[config.mk]
export PLATFORM = sky130hd
export DESIGN_NAME = traffic_light_phase_ctrl
export DESIGN_NICKNAME = d
export VERILOG_FILES = /design/src/rtl/traffic_light_phase_ctrl.sv
export SDC_FILE = /design/constraint.sdc
export NUM_CORES = 1
export LEC_CHECK = 0
export CAP_MARGIN = 20
export CORE_ASPECT_RATIO = 0.9
export CORE_MARGIN = 3
export CORE_UTILIZATION = 54
export DETAILED_ROUTE_END_ITERATION = 6
export PLACE_DENSITY = 0.77
export SLEW_MARGIN = 20
export SYNTH_ARGS = -nofsm -noshare
export SYNTH_HDL_FRONTEND = slang
export SYNTH_SLANG_ARGS = --single-unit
export TNS_END_PERCENT = 20
[constraint.sdc]
create_clock -name clk -period 1.9 [get_ports clk]
set_input_delay 0.285 -clock clk [delete_from_list [all_inputs] [get_ports clk]]
set_output_delay 0.285 -clock clk [all_outputs]
set_load 0.005 [all_outputs]
[src/rtl/traffic_light_phase_ctrl.sv]
// traffic_light_phase_ctrl
// Single-approach traffic-light phase sequencer: LEFT -> GREEN -> YELLOW -> RED
// with per-phase durations, selectable start phase, optional left-arrow phase
// and an emergency all-stop that resumes exactly where it was interrupted.
//
// Ports:
//   clk          system clock, rising edge
//   rst          asynchronous active-high reset
//   emergency    all-stop request, sampled on rising clk
//   out[3:0]     lamps: [3] left arrow, [2] green, [1] yellow, [0] red
//   phase[2:0]   0 LEFT, 1 GREEN, 2 YELLOW, 3 RED, 4 ALLSTOP
//   allstop      high while phase == ALLSTOP
//   cycle_start  one-cycle pulse on the first cycle of a new pass
module traffic_light_phase_ctrl #(
  parameter int unsigned LEFT_TICKS   = 5,
  parameter int unsigned GREEN_TICKS  = 10,
  parameter int unsigned YELLOW_TICKS = 3,
  parameter int unsigned RED_TICKS    = 18,
  parameter int unsigned START_PHASE  = 0,
  parameter int unsigned LEFT_EN      = 1,
  parameter int unsigned ALLSTOP_MIN  = 4,
  parameter int unsigned CNT_W        = 5
) (
  input  logic       clk,
  input  logic       rst,
  input  logic       emergency,
  output logic [3:0] out,
  output logic [2:0] phase,
  output logic       allstop,
  output logic       cycle_start
);

  typedef enum logic [2:0] {
    PH_LEFT    = 3'd0,
    PH_GREEN   = 3'd1,
    PH_YELLOW  = 3'd2,
    PH_RED     = 3'd3,
    PH_ALLSTOP = 3'd4
  } phase_e;

  localparam logic [CNT_W-1:0] LEFT_LAST    = CNT_W'(LEFT_TICKS - 1);
  localparam logic [CNT_W-1:0] GREEN_LAST   = CNT_W'(GREEN_TICKS - 1);
  localparam logic [CNT_W-1:0] YELLOW_LAST  = CNT_W'(YELLOW_TICKS - 1);
  localparam logic [CNT_W-1:0] RED_LAST     = CNT_W'(RED_TICKS - 1);
  localparam logic [CNT_W-1:0] ALLSTOP_LAST = CNT_W'(ALLSTOP_MIN - 1);

  // A LEFT start is meaningless without the left phase; start in GREEN instead.
  localparam phase_e RESET_PH = (START_PHASE == 0 && LEFT_EN == 0) ?
                                PH_GREEN : phase_e'(3'(START_PHASE));

  phase_e           phase_q;
  phase_e           save_ph_q;
  logic [CNT_W-1:0] cnt_q;
  logic [CNT_W-1:0] save_cnt_q;
  logic             cs_q;

  logic [CNT_W-1:0] last_cnt_d;
  phase_e           next_ph_d;

  always_comb begin
    last_cnt_d = '0;
    next_ph_d  = PH_RED;
    case (phase_q)
      PH_LEFT:   begin last_cnt_d = LEFT_LAST;   next_ph_d = PH_GREEN;  end
      PH_GREEN:  begin last_cnt_d = GREEN_LAST;  next_ph_d = PH_YELLOW; end
      PH_YELLOW: begin last_cnt_d = YELLOW_LAST; next_ph_d = PH_RED;    end
      PH_RED:    begin
        last_cnt_d = RED_LAST;
        next_ph_d  = (LEFT_EN != 0) ? PH_LEFT : PH_GREEN;
      end
      default:   begin last_cnt_d = '0;          next_ph_d = PH_RED;    end
    endcase
  end

  always_ff @(posedge clk or posedge rst) begin
    if (rst) begin
      phase_q    <= RESET_PH;
      cnt_q      <= '0;
      save_ph_q  <= PH_LEFT;
      save_cnt_q <= '0;
      cs_q       <= 1'b0;
    end else begin
      cs_q <= 1'b0;
      case (phase_q)
        PH_LEFT, PH_GREEN, PH_YELLOW, PH_RED: begin
          // Emergency wins over a due transition: the pre-transition
          // phase and un-incremented count are what get replayed.
          if (emergency) begin
            save_ph_q  <= phase_q;
            save_cnt_q <= cnt_q;
            phase_q    <= PH_ALLSTOP;
            cnt_q      <= '0;
          end else if (cnt_q == last_cnt_d) begin
            phase_q <= next_ph_d;
            cnt_q   <= '0;
            // Leaving RED always starts a new pass (LEFT, or GREEN if no LEFT).
            cs_q    <= (phase_q == PH_RED);
          end else begin
            cnt_q <= cnt_q + CNT_W'(1);
          end
        end
        PH_ALLSTOP: begin
          if (cnt_q == ALLSTOP_LAST) begin
            if (!emergency) begin
              phase_q <= save_ph_q;
              cnt_q   <= save_cnt_q;
            end
          end else begin
            cnt_q <= cnt_q + CNT_W'(1);
          end
        end
        default: begin
          phase_q <= PH_RED;
          cnt_q   <= '0;
        end
      endcase
    end
  end

  always_comb begin
    out = 4'b0001;
    case (phase_q)
      PH_LEFT:   out = 4'b1001;
      PH_GREEN:  out = 4'b0100;
      PH_YELLOW: out = 4'b0010;
      default:   out = 4'b0001;
    endcase
  end

  assign phase       = phase_q;
  assign allstop     = (phase_q == PH_ALLSTOP);
  assign cycle_start = cs_q;

endmodule

==> flow_metrics.py <==
metrics = {
    "critical_path": {
        "cp.required_ps": 2140,
        "worst_ep_arrival_time_ps": 2050,
        "r2r_start": "cnt_q[1]$_DFF_PP0_",
        "cp-start-kind": "flop",
        "cp-end-kind": "flop",
        "worstRegToRegCells": 6,
        "r2r_slack_ps": 80,
        "worstPathMaxFanout": 10,
        "timing.rr.end": "phase[1]$_DFFE_PP0P_",
        "crit_type": "flop to flop",
    },
    "synthesis": {
        "synth_area_per_cell_um2": 10.0,
        "netlist_area_mm2": 0.00105,
        "synthTopCellsByArea": "dfrtp_1 40%, mux2_1 5.4%, xor2_1 4.2%, mux2i_1 3.8%, nor2_1 3.2%",
        "yosysMostFrequentCell": "dfrtp_1",
        "synthArstFlopShare_pct": 100,
        "synth_largest_area_cell": "dfrtp_1",
        "synth_seq_cells": 17,
        "synth-edff-count": 0,
        "synth_common_cells": "17 x dfrtp_1, 9 x nor2_1, 6 x nand2_1, 6 x nor3_1, 6 x o21ai_1",
        "synth_top_area_share_pct": 40.5,
        "ys.flop_type": "dfrtp_1",
        "seq_area_frac_synth_pct": 40.5,
        "ys_types": 36,
        "yosys_warnings": 0,
        "syn_inst": 105,
        "synth_nets": 109,
    },
    "run": {
        "drv_cap": 0,
    },
    "detailed_routing": {
        "initialDrtViolationCount": 21,
        "wl_per_cell_um": 15.3,
        "via_per_inst": 5.72,
        "dr.pass1.iters": 4,
        "route.detailed.drc": 0,
        "totalWireLength_um": 2330,
        "vias": 869,
        "final_antenna_net_count": 0,
    },
    "layout": {
        "diodes": 0,
        "layout-drive-gt1-share_pct": 29.7,
        "syn2layout_area_growth_pct": 24.0,
        "nets": 133,
        "fin_cells": 152,
    },
    "hold_path": {
        "hp-class": "primary input to asynchronous set/reset pin",
    },
    "power": {
        "powerDensity_mw_per_mm2": 1420,
        "leakage_uw": 0.000632,
        "ir_drop_mv": 0.778,
    },
    "timing": {
        "rsz0062_at_grt": "no",
        "finalSetupViolations": 0,
        "tightest_slew_ps": 639,
        "clock.fmax_ghz": 0.551,
        "hold_viol_final": 0,
        "slew_viol_final": 0,
        "finalCritPeriodShare_pct": 95.6,
        "finClkSkew_ps": 12.1,
        "setup_tns_ps": 0,
        "final.min_clock_period_ps": 1820,
        "slew_headroom_pct": 57.3,
    },
    "cts": {
        "clk_path_buf_depth": 2,
        "clock-sinks": 17,
        "postCtsHoldBufs": 0,
        "clk_latency_ps": 310,
        "path_clk_slew_ps": 110,
        "numCtsBuffers": 3,
        "cts_tree": "built",
        "htree_num_levels": 1,
        "cts_root_buf": "clkbuf_4",
    },
    "global_routing": {
        "antenna_found_initial": 0,
        "grt_max_degree": 18,
        "grt_pass1_wl_um": 3770,
        "grt_usage_pct": 21.9,
        "grt_pass1_vias": 806,
        "grt-ovfl-total": 0,
    },
    "placed_design": {
        "dp_cells": 143,
        "routabilityCongestion": 0.842,
        "hpwl_um": 1620,
        "io_buffers": 11,
    },
    "floorplanning": {
        "initial_utilization_pct": 60.0,
        "ioPinCount": 12,
        "design.die.area_mm2": 0.00251,
        "die-height_um": 47.9,
        "rows": 14,
        "die_x_um": 52.5,
        "coreArea_mm2": 0.00175,
    },
    "status": {
        "status": "completed",
    },
}
## power breakdown
part	leakage (uW)	total [uW]	switching [uW]	internal [uW]
clock	0.0000139	208	128	80.4
sequential	0.000221	565	101	463
combinational	0.000397	1080	516	566
total	0.000632	1860	745	1110
## registers in the layout (all words and copies together) (netlist names)
name         flops
cycle_start      1
phase            3
save_cnt_q       5
cnt_q            5
save_ph_q        3
## placed cells by master, fill, tap and decap left out, drive strengths merged, types with 2 or more instances in the layout
master	n
a21oi	2
a31oi	2
and2	2
and3	2
buf	16
clkbuf	3
clkdlybuf4s50	6
dfrtp	17
dlygate4sd2	3
dlymetal6s2s	2
inv	3
mux2	7
mux2i	4
nand2	6
nand2b	4
nand3	3
nor2	9
nor2b	2
nor3	6
o21a	2
o21ai	10
xor2	5
## layer usage
layer / up-vias / global-route usage, % / wire length [um]
met5: - / 0 / 0
met4: 0 / 13.3 / 48
li1: 413 / - / -
met3: 4 / 3.12 / 69
met1: 432 / 28.7 / 1140
met2: 20 / 34.7 / 1070
## how the worst max path moves through the flow
stage | start | to | slack [ps] | cells past startpoint
4_1_cts | phase[0]$_DFFE_PP0P_ | out[2] | 2 | 3
6_report | cnt_q[1]$_DFF_PP0_ | phase[1]$_DFFE_PP0P_ | 80 | 6
3_3_place_gp | phase[1]$_DFFE_PP0P_ | out[1] | 90 | 3
5_1_grt | cnt_q[1]$_DFF_PP0_ | cnt_q[0]$_DFF_PP0_ | 10 | 4
3_5_place_dp | phase[1]$_DFFE_PP0P_ | phase[1]$_DFFE_PP0P_ | 60 | 5
2_1_floorplan | cnt_q[0]$_DFF_PP0_ | cnt_q[0]$_DFF_PP0_ | 210 | 5
## worst max-delay path: stages (launching register included)
cell	delay [ps]
dfrtp_1	480
ha_1	260
or4b_4	560
a21oi_2	160
o21ai_1	70
o21ai_1	80
a32o_2	140
## layout make-up
type | instances | area [um^2]
Clock inverter | 1 | 7.51
Clock buffer | 3 | 22.5
Inverter | 3 | 11.3
Fill cell | 132 | 448
Tap cell | 24 | 30.0
Sequential cell | 17 | 429
Timing Repair Buffer | 27 | 231
Multi-Input combinational cell | 77 | 572
## logic make-up (layout without fill, tap and decap cells)
family                   Yosys count  in the layout  synth area share (%)
buffers and inverters             11             34                  6.78
multiplexers                      11             11                  11.3
XOR/XNOR                           5              5                  4.17
flip-flops                        17             17                  40.5
AO/OA/AOI/OAI                     20             20                  14.9
adder cells (fa/ha/maj)            1              1                  1.19
AND/OR/NAND/NOR                   40             40                  21.2
## stage by stage
step                hold slack (ps)  utilization (%)  total power (uW)  cell area [um^2]  setup WS [ps]
detailed placement              481             69.3              1530              1210           57.6
global placement                471             69.3              1500              1210           94.0
global route                    402             74.4              1990              1300           11.5
floorplan                       211                -              1170              1050            211
CTS                             374             73.9              1830              1290           1.93
finish                          346             74.4              1860              1300           84.1
## repair_timing
action | 4_1_cts | 5_1_grt
setup buffers | 5 | 0
cloned | 0 | 0
resized for setup | 10 | 5
endpoints found under the setup margin | 5 | 5
No activity file was read; power rests on OpenSTA's default activity.
